`src/rtl/ps_rx_pkg.sv`:
```
// Shared definitions for the PS-stage packet receiver: packet layout, widths,
// the absorb opcode and the handshake FSM state encoding.
package ps_rx_pkg;

   localparam int PKT_W   = 62;

   localparam int CG_HI   = 61;
   localparam int CG_LO   = 51;
   localparam int PSD_HI  = 50;
   localparam int PSD_LO  = 34;
   localparam int OPC_HI  = 39;
   localparam int OPC_LO  = 34;
   localparam int CZDD_HI = 33;
   localparam int CZDD_LO = 0;

   // Opcode carried by packets the PS stage marks for absorption; the drop
   // decision itself travels on DEL_in, this value is for field decoders.
   localparam logic [OPC_HI-OPC_LO:0] OPC_ABSORB = 6'h3F;

   typedef enum logic {
      S_IDLE = 1'b0,
      S_ACK  = 1'b1
   } state_e;

   function automatic logic [CG_HI-CG_LO:0] pkt_cg(input logic [PKT_W-1:0] pkt);
      return pkt[CG_HI:CG_LO];
   endfunction

   function automatic logic [PSD_HI-PSD_LO:0] pkt_psd(input logic [PKT_W-1:0] pkt);
      return pkt[PSD_HI:PSD_LO];
   endfunction

   function automatic logic [OPC_HI-OPC_LO:0] pkt_opc(input logic [PKT_W-1:0] pkt);
      return pkt[OPC_HI:OPC_LO];
   endfunction

   function automatic logic [CZDD_HI-CZDD_LO:0] pkt_czdd(input logic [PKT_W-1:0] pkt);
      return pkt[CZDD_HI:CZDD_LO];
   endfunction

   function automatic logic pkt_is_absorb(input logic [PKT_W-1:0] pkt);
      return pkt_opc(pkt) == OPC_ABSORB;
   endfunction

endpackage

```
`src/rtl/ps_rx_fifo.sv`:
```
// First-word fall-through circular FIFO with synchronous active-high reset MR.
module ps_rx_fifo #(
   parameter int DEPTH = 4,
   parameter int PKT_W = 62
) (
   input  logic                     CP,
   input  logic                     MR,
   input  logic                     push,
   input  logic [PKT_W-1:0]         push_data,
   input  logic                     pop,
   output logic [PKT_W-1:0]         head_data,
   output logic                     head_valid,
   output logic                     full,
   output logic [$clog2(DEPTH):0]   count
);

   localparam int AW = $clog2(DEPTH);
   localparam int CW = AW + 1;

   logic [PKT_W-1:0] mem_q [DEPTH];
   logic [AW-1:0]    wr_ptr_q, wr_ptr_d;
   logic [AW-1:0]    rd_ptr_q, rd_ptr_d;
   logic [CW-1:0]    count_q, count_d;
   logic             do_push, do_pop;

   always_comb begin
      full       = (count_q == CW'(DEPTH));
      head_valid = (count_q != '0);
      do_push    = push & ~full;
      do_pop     = pop & head_valid;
      wr_ptr_d   = wr_ptr_q;
      rd_ptr_d   = rd_ptr_q;
      count_d    = count_q;
      // Pointers wrap naturally because DEPTH is a power of two.
      if (do_push) wr_ptr_d = wr_ptr_q + 1'b1;
      if (do_pop)  rd_ptr_d = rd_ptr_q + 1'b1;
      case ({do_push, do_pop})
         2'b10:   count_d = count_q + 1'b1;
         2'b01:   count_d = count_q - 1'b1;
         default: count_d = count_q;
      endcase
      head_data  = head_valid ? mem_q[rd_ptr_q] : '0;
      count      = count_q;
   end

   always_ff @(posedge CP) begin
      if (MR) begin
         wr_ptr_q <= '0;
         rd_ptr_q <= '0;
         count_q  <= '0;
      end else begin
         wr_ptr_q <= wr_ptr_d;
         rd_ptr_q <= rd_ptr_d;
         count_q  <= count_d;
      end
   end

   // NOTE: storage is deliberately not reset; head_data is masked to zero while empty.
   always_ff @(posedge CP) begin
      if (do_push) mem_q[wr_ptr_q] <= push_data;
   end

endmodule

```
`src/rtl/ps_packet_receiver.sv`:
```
// Send/Ack to valid/ready bridge for PS-stage packets: drops absorbed packets,
// queues kept ones. Define PS_RX_SYNC_EN to add a 2-flop synchroniser on Send_in.
module ps_packet_receiver #(
   parameter int DEPTH = 4,
   parameter int PKT_W = ps_rx_pkg::PKT_W,
   parameter int CNT_W = 16
) (
   input  logic                     CP,
   input  logic                     MR,
   input  logic                     Send_in,
   input  logic [PKT_W-1:0]         PACKET_IN,
   input  logic                     DEL_in,
   output logic                     Ack_out,
   output logic                     pkt_valid,
   output logic [PKT_W-1:0]         pkt_data,
   input  logic                     pkt_ready,
   output logic [$clog2(DEPTH):0]   fifo_count,
   output logic [CNT_W-1:0]         absorb_count
);

   import ps_rx_pkg::*;

   state_e           state_q, state_d;
   logic [CNT_W-1:0] absorb_q, absorb_d;
   logic             send_s;
   logic             fifo_push;
   logic             fifo_full;

`ifdef PS_RX_SYNC_EN
   logic sync1_q, sync1_d;
   logic sync2_q, sync2_d;

   always_comb begin
      sync1_d = Send_in;
      sync2_d = sync1_q;
   end

   always_ff @(posedge CP) begin
      if (MR) begin
         sync1_q <= 1'b0;
         sync2_q <= 1'b0;
      end else begin
         sync1_q <= sync1_d;
         sync2_q <= sync2_d;
      end
   end

   assign send_s = sync2_q;
`else
   assign send_s = Send_in;
`endif

   // One capture per handshake: a request only counts when seen in S_IDLE.
   always_comb begin
      state_d   = state_q;
      absorb_d  = absorb_q;
      fifo_push = 1'b0;
      case (state_q)
         S_IDLE: begin
            if (send_s) begin
               if (!DEL_in) begin
                  if (absorb_q != '1) absorb_d = absorb_q + 1'b1;
                  state_d = S_ACK;
               end else if (!fifo_full) begin
                  fifo_push = 1'b1;
                  state_d   = S_ACK;
               end
            end
         end
         S_ACK: begin
            if (!send_s) state_d = S_IDLE;
         end
         default: state_d = S_IDLE;
      endcase
   end

   always_ff @(posedge CP) begin
      if (MR) begin
         state_q  <= S_IDLE;
         absorb_q <= '0;
      end else begin
         state_q  <= state_d;
         absorb_q <= absorb_d;
      end
   end

   assign Ack_out      = (state_q == S_ACK);
   assign absorb_count = absorb_q;

   ps_rx_fifo #(
      .DEPTH (DEPTH),
      .PKT_W (PKT_W)
   ) u_fifo (
      .CP         (CP),
      .MR         (MR),
      .push       (fifo_push),
      .push_data  (PACKET_IN),
      .pop        (pkt_ready),
      .head_data  (pkt_data),
      .head_valid (pkt_valid),
      .full       (fifo_full),
      .count      (fifo_count)
   );

endmodule

```
`config.mk`:
```
export PLATFORM = sky130hd
export DESIGN_NAME = ps_packet_receiver
export DESIGN_NICKNAME = d
export VERILOG_FILES = /design/src/rtl/ps_rx_pkg.sv /design/src/rtl/ps_rx_fifo.sv /design/src/rtl/ps_packet_receiver.sv
export SDC_FILE = /design/constraint.sdc
export NUM_CORES = 1
export LEC_CHECK = 0
export ABC_AREA = 1
export BUFFER_PORTS_ARGS = -buffer_cell sky130_fd_sc_hd__buf_2
export CORE_MARGIN = 2
export CORE_UTILIZATION = 35
export DETAILED_ROUTE_END_ITERATION = 12
export SYNTH_ARGS = -nofsm -noshare
export SYNTH_HDL_FRONTEND = slang
export SYNTH_SLANG_ARGS = --single-unit
```
`constraint.sdc`:
```
create_clock -name CP -period 4.9 [get_ports CP]
set_clock_uncertainty 0.2 [all_clocks]
set_input_delay 0.98 -clock CP [delete_from_list [all_inputs] [get_ports CP]]
set_output_delay 0.98 -clock CP [all_outputs]
set_load 0.05 [all_outputs]
```
# After elaboration in Yosys (flattened, before gate mapping)
# Memory sizes are Yosys's and may differ from the RTL's. A register that Yosys moved wholly into a read port is not among the register bits.
# Index checks and enable logic that the tools add are counted.
[totals]
reg_bits = 24
latchBits = 0
ram_bits = 248
mem_bits_ro = 0
in_bits = 67
output_inout_bits = 83
word_cells = 37
memories = 1
[memory_table]
columns = ["name", "words", "width", "read_ports", "rd_ports_with_merged_regs", "write_ports", "line_no", "rtl"]
rows = [
  ["u_fifo.mem_q", 4, 62, 1, 1, 1, "ps_rx_fifo.sv:20", "logic [PKT_W-1:0] mem_q [DEPTH];"],
]
[classes]
n_addsub = 5
multipliers = 0
n_div = 0
magnitude_cmp = 0
eq_ne = 4
shifts = 0
n_mux = 14
bitwise_logic = 5
n_reduce_logical = 3
[op_table]
columns = ["operator", "count"]
rows = [
  ["2-to-1 mux 62 bit", 1],
  ["adder 16 x 1 -> 16 bit, second input constant", 1],
  ["!= test 16 bit, second input constant", 1],
  ["2-to-1 mux 1 bit", 9],
  ["case mux 3 bit (2 select lines)", 1],
  ["adder 2 x 1 -> 2 bit, second input constant", 2],
  ["2-to-1 mux 2 bit", 2],
  ["AND reduction 4 bit", 1],
  ["adder 3 x 1 -> 3 bit, second input constant", 1],
  ["equality test 3 bit, second input constant", 1],
  ["inverter 1 bit", 3],
  ["nonzero test 3 bit", 1],
  ["subtractor 3 x 1 -> 3 bit, second input constant", 1],
  ["bitwise AND 1 bit", 2],
  ["equality test 2 x 1 -> 1 bit, second input constant", 1],
  ["equality test 2 bit, second input constant", 1],
  ["case mux 1 bit (2 select lines)", 1],
  ["nonzero test 2 bit", 1],
]

# Depth between registers and ports, before layout
# Gate-level depths: netlist of the first run.
[depth]
word_depth = 8
depth_mapped = 10
ltp_nobuf = 10

# Cells and area by module
# From an unflattened synthesis of the first run, not the netlist that was laid out.
[unflattened]
hier_cells = 982
area_unflattened_um2 = 11214.5
[by_module_without_submodules]
columns = ["module", "instances", "cells_per_inst", "area_per_inst_um2", "seq_area_each_um2"]
rows = [
  ["ps_rx_fifo", 1, 800, 10075.9, 7627.3],
  ["ps_packet_receiver", 1, 182, 1138.6, 340.3],
]

# Least setup slack after synthesis of the first run
# OpenSTA, ideal clock, no wires.
[synth_timing]
kind = "in2reg"
start = "input Send_in"
end = "memory u_fifo.mem_q[0][0], enable pin"
setup_ps = 482
arrival_ps = 3980
required_ps = 4218
path_slack_ps = 237
cell_stages = 3
path_buffers = 1
path_cell_list = "buf_2 -> nand4_2 -> nor2_1"
[synth_between]
elab_chain_cells = 5
[synth_lines]
columns = ["element", "line_no", "rtl"]
rows = [
  ["start: declaration", "ps_packet_receiver.sv:10", "input logic Send_in,"],
  ["2-to-1 mux 1 bit", "ps_packet_receiver.sv:60", "if (send_s) begin"],
  ["2-to-1 mux 1 bit", "ps_packet_receiver.sv:58", "case (state_q)"],
  ["bitwise AND 1 bit", "ps_rx_fifo.sv:29", "do_push = push & ~full;"],
  ["2-to-1 mux 1 bit", "ps_rx_fifo.sv:60", "if (do_push) mem_q[wr_ptr_q] <= push_data;"],
  ["2-to-1 mux 1 bit (implied by the code)", "ps_rx_fifo.sv:60", ""],
  ["end: declaration", "ps_rx_fifo.sv:20", ""],
]
# No other way between the ends.

==> impl_metrics.tcl, run 1 <==
set metrics [dict create \
    postSynthRegisterBits 274 \
    first_pass_grt_wire_length_um 39510 \
    clock_tree.buffer_depth 3 \
    post-layout-total-power_mw 6.680 \
    avgRoutedWirePerCell_um 16.56 \
    cts.clk_slew.worst_paths_ns 0.06 \
    hold_class "reg2reg" \
    worstSetupEndpoint "pkt_data[1]" \
    std_cell_rows 64 \
    max_cap_violations 0 \
    cts_hold_buf 0 \
    io-pin-count 150 \
    crit_path_max_incr_delay_ns 0.59 \
    synth.yosys.warnings 0 \
    combinational_family_with_the_most_area_after_synthesis "simple AND/OR/NAND/NOR gates" \
    r2r-end "u_fifo.count[2]" \
    wl_um 25080 \
    cts.root.buffer_cell "sky130_fd_sc_hd__clkbuf_16" \
    grt_start_max_net_pins 71 \
    syn-cell-area_mm2 0.01101 \
    drt.antenna.violating_nets 0 \
    worst_ep_arrival_time_ns 2.65 \
    detail_route.drc_violations 0 \
    gr-usage-all-layers 0.1520 \
    grt_setup_unrepaired "no" \
    regToRegStartpoint "u_fifo.count[2]" \
    most-common-layout-cells "sky130_fd_sc_hd__nor2_1 (283), sky130_fd_sc_hd__edfxtp_1 (248), sky130_fd_sc_hd__buf_2 (149), sky130_fd_sc_hd__o21ai_0 (130), sky130_fd_sc_hd__a21oi_1 (77)" \
    vias 7393 \
    die_width_um 181.3 \
    cts_inserted_buffers 29 \
    grt_pass1_vias 7240 \
    post_synth_fa_ha_maj_area_fraction 0.008638 \
    detailed_place_hpwl_um 14120 \
    r2r_cells 10 \
    worstPathRequired_ns 3.72 \
    crit_path_cell_trace "clkinv_2, buf_12, o21ai_0, a21oi_1, buf_2" \
    drt_first_pass_iters 5 \
    mostFrequentLayoutCell "sky130_fd_sc_hd__nor2_1" \
    drive_gt1_frac 0.2093 \
    synth_compound_area_frac 0.09411 \
    final_nets 1169 \
    final_cell_count_no_fill 1515 \
    setup_viol 0 \
    post_synth_xor_area_fraction 0.002387 \
    numClockSinks 274 \
    fp.dieH_um 181.3 \
    max_clock_freq_mhz 261.4 \
    syn_avg_cell_area_um2 11.59 \
    vdd_ir_drop_max_mv 0.3835 \
    clock_latency_ns 0.54 \
    core_area_mm2 0.03075 \
    initial_utilization 0.3580 \
    final_period_minus_worst_setup_slack_ns 3.825 \
    worst_slack_ns 1.075 \
    critPathCaptureType "primary output" \
    fin_hold_ws_ns 0.2686 \
    timing.critical_path.fanout_max 63 \
    placed_cells 1460 \
    leakage_nw 4.843 \
    maxSlewHeadroom 0.4054 \
    post_cts.resized_instances 0 \
    dp_worst_setup_slack_ns 1.614 \
    multi_input_area_mm2 0.002693 \
    synth.mux.area_fraction 0 \
    seq_area_mm2 0.007973 \
    final_hold_viols 0 \
    critPathSlowestCell "sky130_fd_sc_hd__clkinv_2" \
    port_buffers 149 \
    final.period_utilization 0.7806 \
    number_of_antenna_violations_at_the_first_check_in_global_routing 2 \
    power-per-cell-area_mw_per_mm2 508.0 \
    filler_cell_count 2933 \
    postSynthCellCount 950 \
    synth-simple-area-share 0.1367 \
    syn2layout_area_growth_pct 19.45 \
    tightest_pin_transition_ns 0.8920 \
    floorplan.die_area_mm2 0.03289 \
    critical_path.n_buffers_inverters 3 \
    synth_seq_area_share 0.7238 \
    via_per_inst 4.880 \
    htree_num_levels 1 \
    result_of_the_run "completed" \
    fin_tns_setup_ns 0 \
    finalMaxSlewViolations 0 \
    drtIter0Drc 409 \
    grt-ovfl-total 0 \
    gp_routability_congestion 0.7443 \
    synth_cell_types 25 \
    cts_tree "built" \
    postCtsSetupBuffers 0 \
    ff2ff_setup_slack_ns 2.33 \
    crit_type "reg2out" \
    critical_path.top_delay_family "buffers and inverters" \
    postSynthNetCount 1024 \
    cp-start-kind "register" \
    worst-path-stages 5 \
]
## sequential cells by signal (all words and copies together) (netlist names), named ones only
name / cells
Ack_out: 1
u_fifo.rd_ptr_q: 2
absorb_count: 16
u_fifo.wr_ptr_q: 2
u_fifo.mem_q: 248
u_fifo.count: 3
## layer usage
layer  part of all wire  GRT usage  routed length (um)  up-vias
met1               0.43     0.1919               10880     3604
li1                   -          -                   -     3586
met5            0.00052          0                  13        -
met3              0.054    0.03185                1353       42
met4              0.019    0.03642                 470        2
met2               0.49     0.2671               12360      159
## report_power, final
part | leakage (nW) | internal [mW] | switching, mW
sequential | 2.46 | 2.62 | 0.0277
clock | 0.480 | 1.34 | 0.874
combinational | 1.90 | 0.367 | 1.45
total | 4.84 | 4.33 | 2.35
## worst min path at each step
stage                                   from            endpoint  slack [ns]  cells past startpoint
after floorplan           u_fifo.rd_ptr_q[1]            register        0.24                      2
after global placement    u_fifo.rd_ptr_q[1]            register        0.24                      2
after detailed placement  u_fifo.rd_ptr_q[1]            register        0.26                      2
after CTS                 u_fifo.rd_ptr_q[1]            register        0.27                      2
after global routing      u_fifo.rd_ptr_q[0]  u_fifo.rd_ptr_q[0]        0.33                      1
final                     u_fifo.rd_ptr_q[1]            register        0.27                      2
## worst reg2reg max path, delay by kind of cell, from the launching register on
family | cells | cell delay [ns]
compound gates | 4 | 0.50
fa+ha+maj | 2 | 0.58
buf+inv | 2 | 0.33
flops | 1 | 0.43
simple gates | 2 | 0.41
## stage by stage
stage / util / instance area [um2]
after floorplan: - / 11010
after global placement: 0.3960 / 12180
after detailed placement: 0.3960 / 12180
after CTS: 0.4275 / 13150
after global routing: 0.4276 / 13150
final: 0.4276 / 13150
## Yosys cell counts (all sizes together)
master	instances	area share
xor2	3	0.0024
nor3	5	0.0033
edfxtp	248	0.68
nand4	2	0.0017
clkbuf	29	0.0099
nand2	46	0.016
a21oi	77	0.035
nor2	295	0.10
buf	21	0.011
fa	1	0.0018
nand3	23	0.012
ha	6	0.0068
o21ai	130	0.059
inv	38	0.013
dfxtp	26	0.047
## cells by family after synthesis
logic type | Yosys count
fa+ha+maj | 7
xor+xnor | 3
buf+inv | 88
flops | 274
compound gates | 207
simple gates | 371
## layout make-up
class	count	area share
Multi-Input combinational cell	588	0.2048
Clock buffer	33	0.05633
Sequential cell	274	0.6063
Antenna cell	1	0.0001903
Clock inverter	21	0.01751
Timing Repair Buffer	164	0.06623
Tap cell	396	0.03768
Inverter	38	0.01094
(Power assumes the default switching activity.)
==> inputs of run 2 (changes only) <==
--- a/config.mk
+++ b/config.mk
@@ -5,7 +5,7 @@
 export SDC_FILE = /design/constraint.sdc
 export NUM_CORES = 1
 export LEC_CHECK = 0
-export ABC_AREA = 1
+export ABC_AREA = 0
 export BUFFER_PORTS_ARGS = -buffer_cell sky130_fd_sc_hd__buf_2
 export CORE_MARGIN = 2
 export CORE_UTILIZATION = 35
==> constraint.sdc (replaced) <==
create_clock -name CP -period 3.2 [get_ports CP]
set_clock_uncertainty 0.2 [all_clocks]
set_input_delay 0.64 -clock CP [delete_from_list [all_inputs] [get_ports CP]]
set_output_delay 0.64 -clock CP [all_outputs]
set_load 0.05 [all_outputs]
==> impl_metrics.tcl, run 2 <==
set metrics [dict create \
    final_hold_viols 0 \
    post_synth_fa_ha_maj_area_fraction 0.008898 \
    internal_power_mw 7.422 \
    drt.antenna.violating_nets 0 \
    final.period_utilization 0.9502 \
    post_synth_xor_area_fraction 0.004098 \
    netlist.top_cell.by_area "sky130_fd_sc_hd__edfxtp_1" \
    cp-start-kind "register" \
    final_period_minus_worst_setup_slack_ns 3.041 \
    fin_tns_setup_ns 0 \
    synth_cell_types 44 \
    cts_inserted_buffers 30 \
    finalMaxSlewViolations 0 \
    fp.dieH_um 178.7 \
    detail_route.drc_violations 0 \
    max_flop_register "u_fifo.mem_q" \
    drt_first_pass_iters 4 \
    floorplan.die_area_mm2 0.03195 \
    max_cap_violations 0 \
    timing.critical_path.fanout_max 17 \
    p_seq_frac 0.368 \
    htree_num_levels 1 \
    wl_um 21520 \
    combinational_family_with_the_most_area_after_synthesis "multiplexers" \
    async_flop_share 0 \
    via_per_inst 4.936 \
    gr-usage-all-layers 0.1327 \
    cts.clk_slew.worst_paths_ns 0.06 \
    number_of_antenna_violations_at_the_first_check_in_global_routing 2 \
    detailed_place_hpwl_um 12910 \
    synth-simple-area-share 0.07505 \
    core_area_mm2 0.02987 \
    pwr-share-clk 0.331 \
    clock_tree.buffer_depth 3 \
    drive_gt1_frac 0.4032 \
    grt_start_max_net_pins 44 \
    vdd_ir_drop_max_mv 0.4655 \
    largest_reg_flops 248 \
    switching_share 0.3341 \
    std_cell_rows 63 \
    initial_utilization 0.3577 \
    postSynthCellCount 546 \
    postSynthNetCount 620 \
    net-switching-power_mw 3.724 \
    worst_ep_arrival_time_ns 2.20 \
    die_width_um 178.7 \
    worstPathRequired_ns 2.36 \
    crit_type "reg2out" \
    result_of_the_run "completed" \
    antenna-diode-count 0 \
    maxSlewHeadroom 0.6133 \
    clock_latency_ns 0.54 \
    synth_compound_area_frac 0.01768 \
    io-pin-count 150 \
    grt_pass1_vias 5615 \
    setup_viol 0 \
    filler_cell_count 2614 \
    pwr-share-comb 0.301 \
    hold_class "in2reg" \
    max_clock_freq_mhz 328.9 \
    synth_top_cell_area_share 0.6969 \
    leakage_nw 4.566 \
    area_contributors_post_synth "sky130_fd_sc_hd__edfxtp_1 (70%), sky130_fd_sc_hd__mux4_2 (13%), sky130_fd_sc_hd__dfxtp_1 (4.9%), sky130_fd_sc_hd__and2_1 (3.9%), sky130_fd_sc_hd__a21oi_1 (0.75%)" \
    drtIter0Drc 274 \
    cts_tree "built" \
    synth-edff-count 248 \
    port_buffers 149 \
    syn2layout_area_growth_pct 23.76 \
    syn-cell-area_mm2 0.01069 \
    power-per-cell-area_mw_per_mm2 842.8 \
    avgRoutedWirePerCell_um 18.98 \
    post-layout-total-power_mw 11.15 \
    synth_seq_area_share 0.7456 \
    ff2ff_setup_slack_ns 0.51 \
    first_pass_grt_wire_length_um 32220 \
    synthMostInstantiatedCell "sky130_fd_sc_hd__edfxtp_1" \
    tightest_pin_transition_ns 0.5752 \
    grt_setup_unrepaired "no" \
    final_nets 796 \
    postSynthRegisterBits 274 \
    gp_routability_congestion 0.7291 \
    grt-ovfl-total 0 \
    cts.root.buffer_cell "sky130_fd_sc_hd__clkbuf_16" \
    vias 5597 \
    synth.top_cells.by_count "sky130_fd_sc_hd__edfxtp_1 (248), sky130_fd_sc_hd__and2_1 (67), sky130_fd_sc_hd__mux4_2 (62)" \
    mostFrequentLayoutCell "sky130_fd_sc_hd__edfxtp_1" \
    synth.yosys.warnings 0 \
    yosys_most_used_dff "sky130_fd_sc_hd__edfxtp_1" \
    synth.mux.area_fraction 0.1348 \
    most-common-layout-cells "sky130_fd_sc_hd__edfxtp_1 (248), sky130_fd_sc_hd__buf_2 (148), sky130_fd_sc_hd__and2_1 (63), sky130_fd_sc_hd__mux4_2 (62), sky130_fd_sc_hd__clkbuf_16 (32)" \
    numClockSinks 274 \
    critPathCaptureType "primary output" \
    syn_avg_cell_area_um2 19.57 \
]
## run 2: changes by cell type after synthesis, sizes merged, moves of 42 or more
| cell | previous run | this run |
|---|---|---|
| nor2 | 295 | 13 |
| nand2 | 46 | 4 |
| a21oi | 77 | 16 |
| mux4 | 0 | 62 |
| o21ai | 130 | 6 |
| and2 | 0 | 67 |
## run 2: worst max-delay path, cell delays in order, from the launching register on
cell and delay, ns:
sky130_fd_sc_hd__dfxtp_4 0.48, sky130_fd_sc_hd__clkbuf_16 0.27, sky130_fd_sc_hd__mux4_2 0.51, sky130_fd_sc_hd__and2_1 0.18, sky130_fd_sc_hd__buf_2 0.21
## run 2: kinds of logic (layout without fill, tap and decap cells)
logic type                 count (synthesis)  after routing
AOI/OAI and AO/OA                         32             32
xor gates and xnor gates                   5              5
adders and majority gates                  7              7
buffers and inverters                     36            234
DFF                                      274            274
muxes                                     66             66
and+or+nand+nor                          126            126
## run 2: what timing repair did
item / 4_1_cts / 5_1_grt
hold buffers: 0 / 0
resized for setup: 2 / 0
hold endpoints to repair: 0 / 0
setup endpoints to repair: 10 / 35
cloned: 0 / 1
setup buffers: 0 / 6
## run 2: power by group through the flow
| stage | clock network (mW) | registers (mW) | logic, mW |
|---|---|---|---|
| floorplan | 0 | 4.17 | 2.47 |
| global placement | 0 | 4.18 | 3.31 |
| detailed placement | 0 | 4.18 | 3.32 |
| CTS | 3.79 | 4.11 | 3.33 |
| global route | 3.92 | 4.11 | 3.57 |
| finish | 3.69 | 4.10 | 3.35 |
## run 2: path summary, 6_finish.rpt
path / start / end / cells after the start
worst max register to register: u_fifo.count[2] / u_fifo.count[2] / 9
worst min register to register: absorb_count[1] / absorb_count[1] / 2
worst max-delay path: register / pkt_data[18] / 4
worst min-delay path: PACKET_IN[28] / u_fifo.mem_q[1][28] / 1
## run 2: final cells by class
class                   instances  area (um2)  share of cell area
clock inverters                21       287.8             0.02176
clock buffers                  33       783.3             0.05922
flip-flops and latches        274        7975              0.6030
well taps                     390       488.0             0.03690
multi-input cells             236        2581              0.1952
inverters                       9       33.78            0.002554
repair buffers                171        1076             0.08136
## run 2: metrics by stage
step	instances	setup slack, ns	instance area (um2)	hold WS [ns]	util
after floorplan	546	0.2673	10690	0.2847	-
after global placement	1073	0.5803	12070	0.2884	0.4042
after detailed placement	1073	0.5135	12070	0.3011	0.4042
after CTS	1127	0.001393	13160	0.07363	0.4403
after global routing	1134	0.05838	13230	0.08185	0.4427
final	1134	0.1592	13230	0.1060	0.4427
## run 2: metal layers
layer	track usage	vias up	part of all wire
met5	0	-	0.0013
met3	0.03350	39	0.065
met4	0.03286	4	0.018
met2	0.2087	158	0.46
li1	-	2539	-
met1	0.1857	2857	0.45
==> inputs of run 3 (changes only) <==
--- a/config.mk
+++ b/config.mk
@@ -8,8 +8,9 @@
 export ABC_AREA = 0
 export BUFFER_PORTS_ARGS = -buffer_cell sky130_fd_sc_hd__buf_2
 export CORE_MARGIN = 2
-export CORE_UTILIZATION = 35
+export CORE_UTILIZATION = 51
 export DETAILED_ROUTE_END_ITERATION = 12
+export PLACE_DENSITY = 0.75
 export SYNTH_ARGS = -nofsm -noshare
 export SYNTH_HDL_FRONTEND = slang
 export SYNTH_SLANG_ARGS = --single-unit
==> impl_metrics.tcl, run 3 (synthesis results as in run 2) <==
set metrics [dict create \
    drtIter0Drc 326 \
    drive_gt1_frac 0.3779 \
    setup_viol 0 \
    cts.root.buffer_cell "sky130_fd_sc_hd__clkbuf_16" \
    fin_hold_ws_ns 0.1136 \
    final_cell_count_no_fill 1004 \
    finalMaxSlewViolations 0 \
    first_pass_grt_wire_length_um 31400 \
    detailed_place_hpwl_um 12730 \
    clock_tree.buffer_depth 3 \
    final_period_minus_worst_setup_slack_ns 2.926 \
    worstPathRequired_ns 2.36 \
    crit_type "reg2out" \
    htree_num_levels 1 \
    dp_worst_setup_slack_ns 0.4678 \
    max_cap_violations 0 \
    vdd_ir_drop_max_mv 0.7186 \
    mostFrequentLayoutCell "sky130_fd_sc_hd__edfxtp_1" \
    p_seq_frac 0.399 \
    floorplan.die_area_mm2 0.02213 \
    leakage_nw 4.384 \
    final_hold_viols 0 \
    cts.clk_slew.worst_paths_ns 0.06 \
    cts_hold_buf 0 \
    switching_share 0.3471 \
    initial_utilization 0.5231 \
    number_of_antenna_violations_at_the_first_check_in_global_routing 3 \
    timing.critical_path.fanout_max 19 \
    std_cell_rows 52 \
    clock_latency_ns 0.52 \
    pwr-share-comb 0.325 \
    cp-start-kind "register" \
    final_nets 787 \
    critPathCaptureType "primary output" \
    avgRoutedWirePerCell_um 20.27 \
    die_width_um 148.8 \
    maxSlewHeadroom 0.5983 \
    via_per_inst 5.528 \
    final.period_utilization 0.9144 \
    power-per-cell-area_mw_per_mm2 807.2 \
    gr-usage-all-layers 0.1840 \
    tightest_pin_transition_ns 0.5975 \
    port_buffers 149 \
    cts_inserted_buffers 27 \
    internal_power_mw 6.698 \
    drt_first_pass_iters 4 \
    worst_ep_arrival_time_ns 2.09 \
    vias 5550 \
    grt-ovfl-total 0 \
    grt_pass1_vias 5769 \
    fin_tns_setup_ns 0 \
    max_clock_freq_mhz 341.8 \
    net-switching-power_mw 3.561 \
    grt_start_max_net_pins 39 \
    detail_route.drc_violations 0 \
    pwr-share-clk 0.277 \
    core_area_mm2 0.02043 \
    numClockSinks 274 \
    max_flop_register "u_fifo.mem_q" \
    result_of_the_run "completed" \
    wl_um 20350 \
    syn2layout_area_growth_pct 18.94 \
    io-pin-count 150 \
    fp.dieH_um 148.8 \
    hold_class "in2reg" \
    most-common-layout-cells "sky130_fd_sc_hd__edfxtp_1 (248), sky130_fd_sc_hd__buf_2 (149), sky130_fd_sc_hd__and2_1 (63), sky130_fd_sc_hd__mux4_2 (62), sky130_fd_sc_hd__clkbuf_16 (27)" \
    cts_tree "built" \
    gp_routability_congestion 0.7656 \
    grt_setup_unrepaired "no" \
    largest_reg_flops 248 \
    placed_cells 953 \
    drt.antenna.violating_nets 0 \
    layout.core_utilization 0.6222 \
    worst_slack_ns 0.2741 \
]
[run 3: repair_timing]
item	4_1_cts	5_1_grt
buffers inserted	0	1
gates resized for setup	0	1
endpoints found under the setup margin	0	62
[run 3: cell type report]
type                    count  area [um2]
flip-flops and latches    274        7975
fillers                  1437        7719
multi-input cells         236        2585
repair buffers            165       991.0
clock buffers              43       755.7
well taps                 270       337.8
inverters                   9       33.78
clock inverters             6       30.03
diodes                      1       2.502
[run 3: final timing paths]
kind / startpoint / end / slack, ns / cells after the start
hold reg to reg: absorb_count[13] / absorb_count[13] / 0.33 / 2
setup / recovery: register / pkt_data[54] / 0.27 / 4
hold / removal: PACKET_IN[44] / u_fifo.mem_q[3][44] / 0.11 / 1
setup reg to reg: u_fifo.count[2] / u_fifo.count[2] / 0.44 / 9
[run 3: metal layers]
metal  global-route usage  routed length, um  vias up
met3              0.04373               1349       42
met1               0.2399               8422     2827
met2               0.3160              10110      155
met5                    0                 27        -
met4              0.04667                440        4
li1                     -                  -     2522
[run 3: critical path, stage by stage, from the launching register on]
cell	delay (ns)
sky130_fd_sc_hd__dfxtp_4	0.43
sky130_fd_sc_hd__buf_12	0.22
sky130_fd_sc_hd__mux4_2	0.52
sky130_fd_sc_hd__and2_1	0.18
sky130_fd_sc_hd__buf_2	0.21
[run 3: power groups by stage]
stage	clock network [mW]	logic (mW)	registers, mW
global placement	0	3.26	4.19
floorplan	0	2.47	4.17
detailed placement	0	3.29	4.21
finish	2.84	3.33	4.09
CTS	2.89	3.31	4.13
global route	3.02	3.51	4.10
[run 3: per-stage QoR]
step / instance area (um2) / power (mW)
4_1_cts: 12680 / 10.33
6_report: 12710 / 10.26
2_1_floorplan: 10690 / 6.643
3_3_place_gp: 11900 / 7.452
3_5_place_dp: 11900 / 7.497
5_1_grt: 12710 / 10.63
